==> src/rtl/fifo_write_arbiter_if.sv <==
// Signal bundle between NCH sample sources, the write arbiter and the FIFO write port.
// A word moves on source k in any cycle where i_valid[k] && o_ready[k]; o_ready is one-hot or zero.
interface fifo_write_arbiter_if #(
    parameter int DW  = 24,
    parameter int NCH = 4,
    parameter int CW  = $clog2(NCH)
);
    logic [NCH-1:0]    i_valid;
    logic [NCH*DW-1:0] i_data;
    logic [NCH-1:0]    o_ready;
    logic              i_wfull;
    logic              o_wr;
    logic [CW+DW-1:0]  o_wdata;
    logic [NCH-1:0]    o_grant;
    logic              o_busy;
    logic              dbg_state;

    modport master (
        output i_valid, i_data, i_wfull,
        input  o_ready, o_wr, o_wdata, o_grant, o_busy, dbg_state
    );

    modport slave (
        input  i_valid, i_data, i_wfull,
        output o_ready, o_wr, o_wdata, o_grant, o_busy, dbg_state
    );
endinterface

==> src/rtl/fifo_write_arbiter.sv <==
// Round-robin burst arbiter sharing one FIFO write port among NCH sources;
// each accepted word is written one cycle later tagged with its channel index.
module fifo_write_arbiter #(
    parameter int DW    = 24,
    parameter int NCH   = 4,
    parameter int BURST = 2,
    parameter int CW    = $clog2(NCH)
) (
    input logic                 clk,
    input logic                 rst,
    fifo_write_arbiter_if.slave bus
);
    localparam int CNTW = $clog2(BURST + 1);

    typedef enum logic {
        IDLE = 1'b0,
        HOLD = 1'b1
    } state_t;

    state_t           state;
    logic [CW-1:0]    ptr;
    logic [CW-1:0]    owner;
    logic [CNTW-1:0]  cnt;
    logic [CW-1:0]    sel;
    logic             found;
    logic [NCH-1:0]   ready;
    logic             xfer;
    logic [CW-1:0]    xfer_ch;
    logic             leave_hold;
    logic             wr_q;
    logic [CW+DW-1:0] wdata_q;
    logic [NCH-1:0]   grant_q;
    logic             busy_q;
    logic [DW-1:0]    data_arr [NCH];

    for (genvar k = 0; k < NCH; k++) begin : g_unpack
        assign data_arr[k] = bus.i_data[k*DW +: DW];
    end

    function automatic logic [CW-1:0] next_idx(input logic [CW-1:0] k);
        return (k == CW'(NCH - 1)) ? '0 : k + 1'b1;
    endfunction

    // First valid source at or after ptr, wrapping modulo NCH.
    always_comb begin
        int cand;
        cand  = 0;
        found = 1'b0;
        sel   = ptr;
        for (int i = 0; i < NCH; i++) begin
            cand = int'(ptr) + i;
            if (cand >= NCH) cand = cand - NCH;
            if (!found && bus.i_valid[cand[CW-1:0]]) begin
                found = 1'b1;
                sel   = cand[CW-1:0];
            end
        end
    end

    always_comb begin
        ready = '0;
        if (rst && !bus.i_wfull) begin
            if (state == HOLD) ready[owner] = 1'b1;
            else if (found)    ready[sel]   = 1'b1;
        end
    end

    assign xfer    = |(bus.i_valid & ready);
    assign xfer_ch = (state == HOLD) ? owner : sel;

    // A stalled burst keeps its owner; otherwise it ends on the last word or when the owner goes idle.
    assign leave_hold = (state == HOLD) && !bus.i_wfull &&
                        (!xfer || (cnt + 1'b1 == CNTW'(BURST)));

    always_ff @(posedge clk or negedge rst) begin
        if (!rst) begin
            state   <= IDLE;
            ptr     <= '0;
            owner   <= '0;
            cnt     <= '0;
            wr_q    <= 1'b0;
            wdata_q <= '0;
            grant_q <= '0;
            busy_q  <= 1'b0;
        end else begin
            wr_q <= xfer;
            if (xfer) wdata_q <= {xfer_ch, data_arr[xfer_ch]};

            if (state == IDLE) begin
                if (xfer) begin
                    if (BURST == 1) begin
                        ptr <= next_idx(sel);
                    end else begin
                        state   <= HOLD;
                        owner   <= sel;
                        cnt     <= CNTW'(1);
                        grant_q <= NCH'(1) << sel;
                        busy_q  <= 1'b1;
                    end
                end
            end else begin
                if (leave_hold) begin
                    state   <= IDLE;
                    ptr     <= next_idx(owner);
                    grant_q <= '0;
                    busy_q  <= 1'b0;
                end else if (xfer) begin
                    cnt <= cnt + 1'b1;
                end
            end
        end
    end

    assign bus.o_ready   = ready;
    assign bus.o_wr      = wr_q;
    assign bus.o_wdata   = wdata_q;
    assign bus.o_grant   = grant_q;
    assign bus.o_busy    = busy_q;
    assign bus.dbg_state = state;

    a_ready_onehot : assert property (@(posedge clk) disable iff (!rst) $onehot0(ready));
    a_busy_grant   : assert property (@(posedge clk) disable iff (!rst) busy_q == (|grant_q));
endmodule

==> src/flat_wrapper.sv <==
// flat-port wrapper written by rule: the top's interface ports become plain ports
module fifo_write_arbiter_flat 
#(
    parameter int DW    = 24,
    parameter int NCH   = 4,
    parameter int BURST = 2,
    parameter int CW    = $clog2(NCH)
)
  (clk, rst, bus_i_valid, bus_i_data, bus_i_wfull, bus_o_ready, bus_o_wr, bus_o_wdata, bus_o_grant, bus_o_busy, bus_dbg_state);
  fifo_write_arbiter_if #(.DW(DW), .NCH(NCH), .CW(CW)) bus_i ();
  input logic clk;
  input logic rst;
  input wire logic [$bits(bus_i.i_valid)-1:0] bus_i_valid;
  input wire logic [$bits(bus_i.i_data)-1:0] bus_i_data;
  input wire logic [$bits(bus_i.i_wfull)-1:0] bus_i_wfull;
  output wire logic [$bits(bus_i.o_ready)-1:0] bus_o_ready;
  output wire logic [$bits(bus_i.o_wr)-1:0] bus_o_wr;
  output wire logic [$bits(bus_i.o_wdata)-1:0] bus_o_wdata;
  output wire logic [$bits(bus_i.o_grant)-1:0] bus_o_grant;
  output wire logic [$bits(bus_i.o_busy)-1:0] bus_o_busy;
  output wire logic [$bits(bus_i.dbg_state)-1:0] bus_dbg_state;
  assign bus_i.i_valid = bus_i_valid;
  assign bus_i.i_data = bus_i_data;
  assign bus_i.i_wfull = bus_i_wfull;
  assign bus_o_ready = bus_i.o_ready;
  assign bus_o_wr = bus_i.o_wr;
  assign bus_o_wdata = bus_i.o_wdata;
  assign bus_o_grant = bus_i.o_grant;
  assign bus_o_busy = bus_i.o_busy;
  assign bus_dbg_state = bus_i.dbg_state;
  fifo_write_arbiter #(.DW(DW), .NCH(NCH), .BURST(BURST), .CW(CW)) u_core (.clk(clk), .rst(rst), .bus(bus_i));
endmodule
==> config.mk <==
export PLATFORM = sky130hd
export DESIGN_NAME = fifo_write_arbiter_flat
export DESIGN_NICKNAME = d
export VERILOG_FILES = /design/src/rtl/fifo_write_arbiter_if.sv /design/src/rtl/fifo_write_arbiter.sv /design/src/flat_wrapper.sv
export SDC_FILE = /design/constraint.sdc
export NUM_CORES = 1
export LEC_CHECK = 0
export ABC_CLOCK_PERIOD_IN_PS = 2530
export BUFFER_PORTS_ARGS = -buffer_cell sky130_fd_sc_hd__buf_2
export CORE_ASPECT_RATIO = 1.2
export CORE_MARGIN = 5
export CORE_UTILIZATION = 47
export DETAILED_ROUTE_END_ITERATION = 10
export HOLD_SLACK_MARGIN = 0.06
export PLACE_DENSITY = 0.81
export SLEW_MARGIN = 20
export SYNTH_ARGS = -nofsm -noshare
export SYNTH_HDL_FRONTEND = slang
export SYNTH_SLANG_ARGS = --single-unit
==> constraint.sdc <==
create_clock -name clk -period 2.53 [get_ports clk]
set_clock_uncertainty 0.05 [all_clocks]
set_input_delay 0.1265 -clock clk [delete_from_list [all_inputs] [get_ports clk]]
set_output_delay 0.1265 -clock clk [all_outputs]
set_load 0.01 [all_outputs]
== Yosys cells after proc, flatten, opt, wreduce, memory -nomap -nowiden ==
Cells that the tools add are included.
Word-level totals
  bits in registers: 39
  bits in latches: 0
  bits in writable memories: 0
  memory bits (read-only): 0
  input bits: 103
  output and inout bits: 37
  logic and storage cells: 103
  memories kept: 0
Operators by class
  $add $sub $neg: 9
  $mul: 0
  divide/modulo/power cells: 0
  $lt $le $gt $ge: 13
  eq/ne operators: 4
  shift operators: 1
  multiplexer cells: 45
  bitwise operators: 3
  reduce and logical (&&, ||, !) cells: 20
Operators by type and width (count)
  24-bit binary-select mux with 2-bit select: 1
  24-bit two-way mux: 2
  2-bit two-way mux: 14
  4-bit two-way mux: 6
  2-bit by 3-bit < comparator with 1-bit output (second input constant): 6
  1-bit two-way mux: 16
  3-bit >= comparator (second input constant): 4
  1-bit binary-select mux with 2-bit select: 4
  1-bit logical AND: 8
  2-bit AND reduction: 4
  2-bit by 1-bit subtractor with 2-bit output (second input constant): 4
  2-bit by 2-bit adder with 3-bit output (second input constant): 2
  1-bit logical NOT: 5
  2-bit by 1-bit adder with 2-bit output (second input constant): 2
  4-bit bitwise AND: 1
  1-bit demux with 2-bit select: 2
  2-bit == test (second input constant): 2
  2-bit by 1-bit >= comparator with 1-bit output (second input constant): 2
  2-bit inequality test (second input constant): 2
  4-bit OR reduction: 1
  1-bit by 2-bit << shifter with 4-bit output (first input constant): 1
  2-bit by 1-bit adder with 3-bit output (second input constant): 1
  2-bit by 3-bit >= comparator with 1-bit output (second input constant): 1
  2-bit NOT with 3-bit output: 1
  other kinds (3): 3

== Logic depth before layout (Yosys ltp) ==
Gate-level depths: netlist (run 1).
  depth in word-level cells: 28
  depth in mapped cells: 9
  gate-level depth less buffers: 7

== Worst setup path before layout (run 1) ==
OpenSTA, ideal clock, no wires.
  path kind: flip-flop to flip-flop
  start: register u_core.owner[1]
  end: register u_core.wdata_q[22], in the netlist u_core.bus.o_wdata[22]
  library setup time: 0.094 ns
  arrival: 1.962 ns
  required time: 2.386 ns
  setup slack: 0.425 ns
  stages on the path, launching flop included: 10
  buffers on the path: 2
  clock period less this slack: 2.105 ns
  path through: dfrtp_1 > inv_1 > ha_1 > a22o_1 > a221oi_1 > a211oi_1 > buf_2 > clkbuf_1 > nor2_1 > a221oi_2
Between the ends
  word-level cells in the longest chain between the ends: 8
  elaborated cells on any way between the ends: 14
  classes of those cells: order compare: 2; mux: 8; bitwise: 2; reduce/logical: 2
RTL lines
  from (decl): line fifo_write_arbiter.sv:22  | logic [CW-1:0] owner;
  from (signal assigned): line fifo_write_arbiter.sv:95  | owner <= sel;
  2-bit by 3-bit < comparator with 1-bit output (implied by the code) / 2-bit by 1-bit >= comparator with 1-bit output (equally long branches): line fifo_write_arbiter.sv:63  | if (state == HOLD) ready[owner] = 1'b1;
  1-bit logical AND (implied by the code): line fifo_write_arbiter.sv:63
  1-bit two-way mux (implied by the code): line fifo_write_arbiter.sv:63
  1-bit demux with 2-bit select
  4-bit two-way mux: line fifo_write_arbiter.sv:63
  4-bit two-way mux: line fifo_write_arbiter.sv:62  | if (rst && !bus.i_wfull) begin
  4-bit bitwise AND: line fifo_write_arbiter.sv:68  | assign xfer = |(bus.i_valid & ready);
  4-bit OR reduction: line fifo_write_arbiter.sv:68
  to (signal assigned): line fifo_write_arbiter.sv:87  | if (xfer) wdata_q <= {xfer_ch, data_arr[xfer_ch]};
  to (decl): line fifo_write_arbiter.sv:31  | logic [CW+DW-1:0] wdata_q;
Several ways; a longest one is shown, not always the timed one. The select of a mux whose other input is x is not followed.
A chain may end at the register's enable or synchronous reset.

== Worst setup path after layout (run 1) ==
  start: register u_core.ptr[1]
  end: register u_core.wdata_q[14], in the netlist u_core.bus.o_wdata[14]
Between the ends
  word-level cells in the longest chain between the ends: 23
  elaborated cells on any way between the ends: 52
  classes of those cells: add/sub: 7; order compare: 6; mux: 29; bitwise: 2; reduce/logical: 8
RTL lines
  from (decl): line fifo_write_arbiter.sv:21  | logic [CW-1:0] ptr;
  from (signal assigned): line fifo_write_arbiter.sv:92  | ptr <= next_idx(sel);
  from (signal assigned): line fifo_write_arbiter.sv:104  | ptr <= next_idx(owner);
  branches (longest 23 deep; another with 2-bit by 1-bit adder with 3-bit output)
Parallel ways; which one is timed is not known. The select of a mux whose other input is x is not followed.

==> impl_metrics.json, run 1 <==
{
  "ir_drop_uv": 422,
  "ys_warn_count": 0,
  "hold_violations": 0,
  "place_area_um2": 3720,
  "fmax_mhz": 432,
  "synth_edf_count": 0,
  "rsz0062_at_grt": "false",
  "grt_pass1_vias": 3036,
  "maxSlewViolCount": 0,
  "routedWlPerCell_um": 17.5,
  "critPathLaunchType": "flop",
  "num_antenna_cells": 0,
  "p_sw_w": 0.00178,
  "cts_tree": "built",
  "whs_ps": 150,
  "fin_area_um2": 3820,
  "setup_tns_ps": 0,
  "p_seq_share_pct": 28.7,
  "grt_pass1_wl_um": 14300,
  "hpwl_um": 7000,
  "synth_area_leaders": "dfrtp_1 (33%), a211oi_1 (12%), a221oi_2 (12%), mux2i_1 (8.1%), nor2_1 (4.6%)",
  "gp_congestion": 0.880,
  "yosysTopAreaCell": "dfrtp_1",
  "die_h_um": 96.9,
  "io_pins": 140,
  "status": "finished, final reports clean",
  "syn_inst": 314,
  "synth_flop_cell": "dfrtp_1",
  "htreeDepth": 2,
  "crit_fanout": 24,
  "instances_no_fill": 525,
  "ys_seq_elements": 39,
  "fin_crit_ps": 2320,
  "viasPerCell": 5.74,
  "combPwrFrac_pct": 60.8,
  "place_inst": 515,
  "nets": 550,
  "p_clk_share_pct": 10.5,
  "grt-ovfl-total": 0,
  "ant_nets": 0,
  "arrival_ps": 2470,
  "drt_iter0_markers": 103,
  "drc": 0,
  "io_buffers": 139,
  "post_cts_buffers": 0,
  "worstPathRequired_ps": 2680,
  "nFillCells": 532,
  "grt_max_degree": 40,
  "area_growth_pct": 29.2,
  "relSlewSlack_pct": 65.2,
  "clk_latency_ps": 290,
  "drt_pre_antenna_iters": 4,
  "die_x_um": 82.4,
  "p_per_area_nw_per_um2": 1020,
  "dieArea_um2": 7990,
  "synthesis.area_um2": 2960,
  "initial_utilization_pct": 48.6,
  "tightest_slew_ps": 522,
  "hold_class": "in2reg",
  "cts_sinks": 39,
  "synth_top_area_share_pct": 33.0,
  "cts-buffers-inserted": 5,
  "core_area_um2": 6090,
  "synth_commonest_cells": "a211oi_1 (49), dfrtp_1 (39), nor2_1 (36), inv_1 (33)",
  "synth_cell_types": 42,
  "critPathKind": "reg2reg",
  "synth.avg_cell_area_um2": 9.42,
  "crit_path_end_kind": "flop",
  "async_flop_share_pct": 100,
  "drt-total-wl_um": 9210,
  "num_rows": 31,
  "drive_gt1_share_pct": 43.6,
  "max-cap-violations": 0,
  "power.internal_w": 0.00211,
  "setup_viol": 0,
  "utilization_pct": 62.7,
  "synth_fp_nets": 422,
  "antenna_found_initial": 0,
  "synth.most_common_cell": "a211oi_1",
  "synth_seq_area_share_pct": 33.0,
  "fin_crit_sh_pct": 91.5,
  "clockBufferDepth": 2,
  "track_usage_pct": 22.4,
  "num_vias": 3011,
  "cts_root_buffer": "clkbuf_8",
  "p_sw_share_pct": 45.8,
  "path_clk_slew_ps": 80,
  "leakage_nw": 1.84
}
==> flip-flops by register name, summed over array words and instances, names as in the netlist <==
name                  cells
u_core.owner              2
u_core.ptr                2
u_core.bus.dbg_state      1
u_core.cnt                2
u_core.bus.o_wdata       26
u_core.bus.o_grant        4
u_core.bus.o_wr           1
u_core.bus.o_busy         1
==> repair_timing <==
| item | 4_1_cts | 5_1_grt |
|---|---|---|
| resized for setup | 0 | 0 |
| hold buffers | 2 | 0 |
| setup endpoints to repair | 0 | 0 |
| endpoints found under the hold margin | 40 | 0 |
==> placed cells by master (no fill, tap or decap), types with 3 or more instances in the layout <==
master	instances
clkinv_2	3
o21a_1	3
buf_2	139
clkbuf_8	5
inv_1	33
and2_1	3
mux2i_1	24
dfrtp_1	39
nor2_1	36
a21o_1	3
a211oi_1	48
o21ai_0	10
nor2b_1	4
ha_1	5
nand2_1	9
buf_4	10
a221oi_2	24
a21oi_1	7
==> cell families (layout without fill, tap and decap cells) <==
family / Yosys count / in the layout / synth area share (%)
buffers and inverters: 65 / 194 / 10.2
adders and majority gates: 5 / 5 / 2.12
muxes: 26 / 26 / 8.88
and+or+nand+nor: 63 / 63 / 9.60
DFF: 39 / 39 / 33.0
AOI/OAI and AO/OA: 116 / 116 / 36.3
==> worst paths after layout <==
kind,from,to,slack (ps),depth (start not counted)
setup / recovery,u_core.ptr[1]$_DFFE_PN0P_,u_core.bus.o_wdata[14]$_DFFE_PN0P_,210,6
hold / removal,bus_i_data[15],u_core.bus.o_wdata[15]$_DFFE_PN0P_,150,3
setup reg to reg,u_core.ptr[1]$_DFFE_PN0P_,u_core.bus.o_wdata[14]$_DFFE_PN0P_,210,6
hold reg to reg,u_core.bus.o_grant[2]$_DFFE_PN0P_,u_core.bus.o_grant[2]$_DFFE_PN0P_,440,1
max in group asynchronous,rst,u_core.bus.o_wdata[21]$_DFFE_PN0P_,1590,3
min in group asynchronous,rst,u_core.bus.o_wdata[22]$_DFFE_PN0P_,470,3
==> power by group through the flow <==
| stage | registers (W) | logic [W] | clock network, W |
|---|---|---|---|
| finish | 0.00112 | 0.00237 | 0.000410 |
| global route | 0.00114 | 0.00258 | 0.000456 |
| CTS | 0.00111 | 0.00238 | 0.000429 |
| detailed placement | 0.00112 | 0.00237 | 0 |
| global placement | 0.00111 | 0.00231 | 0 |
| floorplan | 0.00118 | 0.00161 | 0 |
==> through the flow <==
stage / power [W] / setup WS [ps]
after floorplan: 0.00278 / 425
after global placement: 0.00342 / 319
after detailed placement: 0.00349 / 245
after CTS: 0.00392 / 225
after global routing: 0.00418 / 101
final: 0.00389 / 214
==> routing by layer <==
| metal | share of wire, % | routed length [um] | track usage, % |
|---|---|---|---|
| met5 | 0 | 0 | 0 |
| met4 | 2.4 | 223 | 8.06 |
| met3 | 9.3 | 855 | 5.02 |
| met2 | 48 | 4420 | 37.0 |
| met1 | 40 | 3710 | 27.8 |
==> critical path, stage by stage (launching register included) <==
cell	delay, ps
dfrtp_1	630
mux2_2	400
a22oi_2	200
a21o_2	190
buf_4	320
mux2i_1	140
a221oi_2	290
==> final cells by class <==
cell class | count | area [um2] | share of cell area, %
Multi-Input combinational cell | 210 | 1700 | 44.6
Tap cell | 82 | 103 | 2.68
Clock inverter | 3 | 15.0 | 0.393
Clock buffer | 5 | 68.8 | 1.80
Timing Repair Buffer | 153 | 831 | 21.7
Inverter | 33 | 124 | 3.24
Sequential cell | 39 | 976 | 25.5
(Power assumes the default switching activity.)
==> run 2: changes to the inputs <==
Settings changed: ABC_AREA set to 1, PLACE_DENSITY 0.81 to 0.88.
==> run 2 against run 1 <==
  * Via count rose by 15%
  * Die area fell by 3.6%
  * Sequential power barely moved
  * Register-to-register slack got worse by 290 ps
  * Area after synthesis fell by 4.0%
  * The run now ends with negative setup slack left
  * Clock power rose by 21%
  * Count of clock-buffer cells in the layout rose by 1
  * Routed wire length rose by 11%
  * Largest cell class unchanged
  * Non-clock buffer count rose by 24
  * Maximum frequency fell by 11%
==> impl_metrics.json, run 2 <==
{
  "status": "finished, violations left",
  "failed_checks": "negative setup slack",
  "path_clk_slew_ps": 80,
  "ys_seq_elements": 39,
  "fmax_mhz": 384,
  "p_seq_share_pct": 16.4,
  "leakage_nw": 2.15,
  "synth.avg_cell_area_um2": 7.03,
  "htreeDepth": 2,
  "max-cap-violations": 0,
  "hold_violations": 0,
  "viasPerCell": 5.35,
  "place_inst": 612,
  "combPwrFrac_pct": 76.6,
  "p_clk_share_pct": 7.1,
  "grt-ovfl-total": 0,
  "hold_class": "in2reg",
  "arrival_ps": 2750,
  "nets": 672,
  "gp_congestion": 0.927,
  "final_common_cell": "buf_2",
  "die_h_um": 95.1,
  "drive_gt1_share_pct": 47.0,
  "synth_flop_cell": "dfrtp_1",
  "io_pins": 140,
  "synth_seq_area_share_pct": 34.4,
  "drc": 0,
  "fin_crit_ps": 2600,
  "p_per_area_nw_per_um2": 1610,
  "relSlewSlack_pct": 66.8,
  "synth.most_common_cell": "nor2_1",
  "crit_path_end_kind": "flop",
  "io_buffers": 139,
  "crit_fanout": 12,
  "synth_fp_nets": 512,
  "ys_warn_count": 0,
  "async_flop_share_pct": 100,
  "p_sw_w": 0.00350,
  "clockBufferDepth": 2,
  "num_antenna_cells": 0,
  "synth_commonest_cells": "nor2_1 (80), nand2_1 (79), o21ai_0 (48), dfrtp_1 (39), nand3_1 (28)",
  "rsz0062_at_grt": "true",
  "synth_cell_types": 29,
  "yosysTopAreaCell": "dfrtp_1",
  "cts_sinks": 39,
  "synth_edf_count": 0,
  "tightest_slew_ps": 499,
  "track_usage_pct": 21.7,
  "synthesis.area_um2": 2840,
  "worstPathRequired_ps": 2680,
  "syn_inst": 404,
  "largest_reg_flops": 26,
  "p_sw_share_pct": 49.8,
  "routedWlPerCell_um": 15.9,
  "cts_tree": "built",
  "synth_top_area_share_pct": 34.4,
  "setup_viol": 5,
  "critical_path.slowest_cell": "dfrtp_2",
  "maxSlewViolCount": 0,
  "final_cell_mix": "buf_2 (139), nor2_1 (71), nand2_1 (54), o21ai_0 (48), dfrtp_1 (37)",
  "fin_ws_ps": -71.1,
  "grt_max_degree": 50,
  "initial_utilization_pct": 47.5,
  "crit_top_cell": "nand2_1",
  "fin_area_um2": 4360,
  "num_vias": 3454,
  "instances_no_fill": 646,
  "path_cells": "clkinv_4 -> nand2_1 -> nand3_2 -> nand2_4 -> buf_6 -> nand2_1 -> nand2_1 -> nand2_2 -> nand2_4 -> nand3_4 -> buf_4 -> o21ai_4 -> clkbuf_16 -> nor2_1 -> nor2_1 -> o21ai_0 -> a31oi_1",
  "clk_latency_ps": 280,
  "slowest_delay_ps": 420,
  "cts_root_buffer": "clkbuf_8",
  "dieArea_um2": 7700,
  "antenna_found_initial": 0,
  "hpwl_um": 6640,
  "critPathKind": "reg2reg",
  "power.internal_w": 0.00353,
  "ant_nets": 0,
  "grt_pass1_vias": 3014,
  "area_growth_pct": 53.5,
  "utilization_pct": 73.0,
  "drt-total-wl_um": 10200,
  "die_x_um": 81.0,
  "num_rows": 31,
  "core_area_um2": 5970,
  "critPathLaunchType": "flop",
  "drt_iter0_markers": 166,
  "synth_area_leaders": "dfrtp_1 (34%), nor2_1 (11%), nand2_1 (10%), o21ai_0 (8.5%), o21a_1 (6.3%)",
  "grt_pass1_wl_um": 13400,
  "drt_pre_antenna_iters": 4,
  "cts-buffers-inserted": 5,
  "ir_drop_uv": 1030,
  "fin_crit_sh_pct": 103,
  "place_area_um2": 3640
}
-- run 2: changes by cell type in the layout (fill, tap and decap cells not counted), sizes merged, moves of 21 or more --
cell,before,now
nand3,1,29
o21a,3,24
nand2,10,91
o21ai,10,56
a31oi,1,24
mux2i,24,0
nor2,36,83
a211oi,49,0
a221oi,25,0
-- run 2: cell families after synthesis --
logic type,share of synthesized area [%]
fa+ha+maj,2.20
simple gates,32.0
compound gates,22.8
buf+inv,8.59
flops,34.4
-- run 2: layer usage --
metal,up-vias,share of wire [%],track usage [%],wire length (um)
li1,1676,-,-,-
met1,1579,37,27.4,3750
met2,166,52,36.5,5350
met3,33,7.2,4.35,740
met4,0,3.9,8.17,401
met5,-,0,0,0
-- run 2: metrics by stage --
stage / setup slack (ps) / total power (W) / TNS [ps] / hold slack (ps)
final: -71.1 / 0.00702 / -162 / 117
after global routing: -226 / 0.00754 / -4980 / 121
after CTS: 1.53 / 0.00564 / 0 / 114
after detailed placement: -41.5 / 0.00512 / -388 / 171
after global placement: 37.9 / 0.00502 / 0 / 173
after floorplan: 305 / 0.00405 / 0 / -219
-- run 2: final timing paths --
path / cells past startpoint / slack (ps) / startpoint / to
max: 17 / -70 / u_core.ptr[0]$_DFFE_PN0P_ / u_core.bus.o_wdata[22]$_DFFE_PN0P_
min: 3 / 120 / bus_i_data[59] / u_core.bus.o_wdata[11]$_DFFE_PN0P_
max reg2reg: 17 / -70 / u_core.ptr[0]$_DFFE_PN0P_ / u_core.bus.o_wdata[22]$_DFFE_PN0P_
min reg2reg: 2 / 440 / u_core.bus.o_wdata[25]$_DFFE_PN0P_ / u_core.bus.o_wdata[25]$_DFFE_PN0P_
max in group asynchronous: 3 / 1670 / rst / u_core.ptr[0]$_DFFE_PN0P_
min in group asynchronous: 3 / 380 / rst / u_core.bus.o_wdata[1]$_DFFE_PN0P_
-- run 2: power by group through the flow --
stage               logic (W)  registers [W]  clock network [W]
floorplan             0.00284        0.00121                  0
global placement      0.00390        0.00112                  0
detailed placement    0.00399        0.00113                  0
CTS                   0.00401        0.00113           0.000497
global route          0.00583        0.00119           0.000526
finish                0.00538        0.00115           0.000498
-- run 2: what timing repair did --
action                                  4_1_cts  5_1_grt
hold endpoints to repair                     39        0
gates cloned                                  0        7
pin swaps                                     1       24
setup buffers                                 1       18
hold buffers                                  1        0
gates resized for setup                       3       81
endpoints found under the setup margin       29       41
-- run 2: worst max-delay path, delay by kind of cell, from the launching register on --
kind / cells / cell delay [ps]
simple gates: 10 / 950
buf+inv: 4 / 640
flops: 1 / 420
compound gates: 3 / 460
-- run 2: final cells by class --
type / count / area [um2]
fill: 450 / 1620
multi-input combinational: 320 / 1890
inverter: 20 / 105
clock inverter: 1 / 30.0
timing repair buffer: 177 / 1170
tap: 82 / 103
clock buffer: 6 / 72.6
timing repair inverter: 1 / 8.76
sequential: 39 / 978
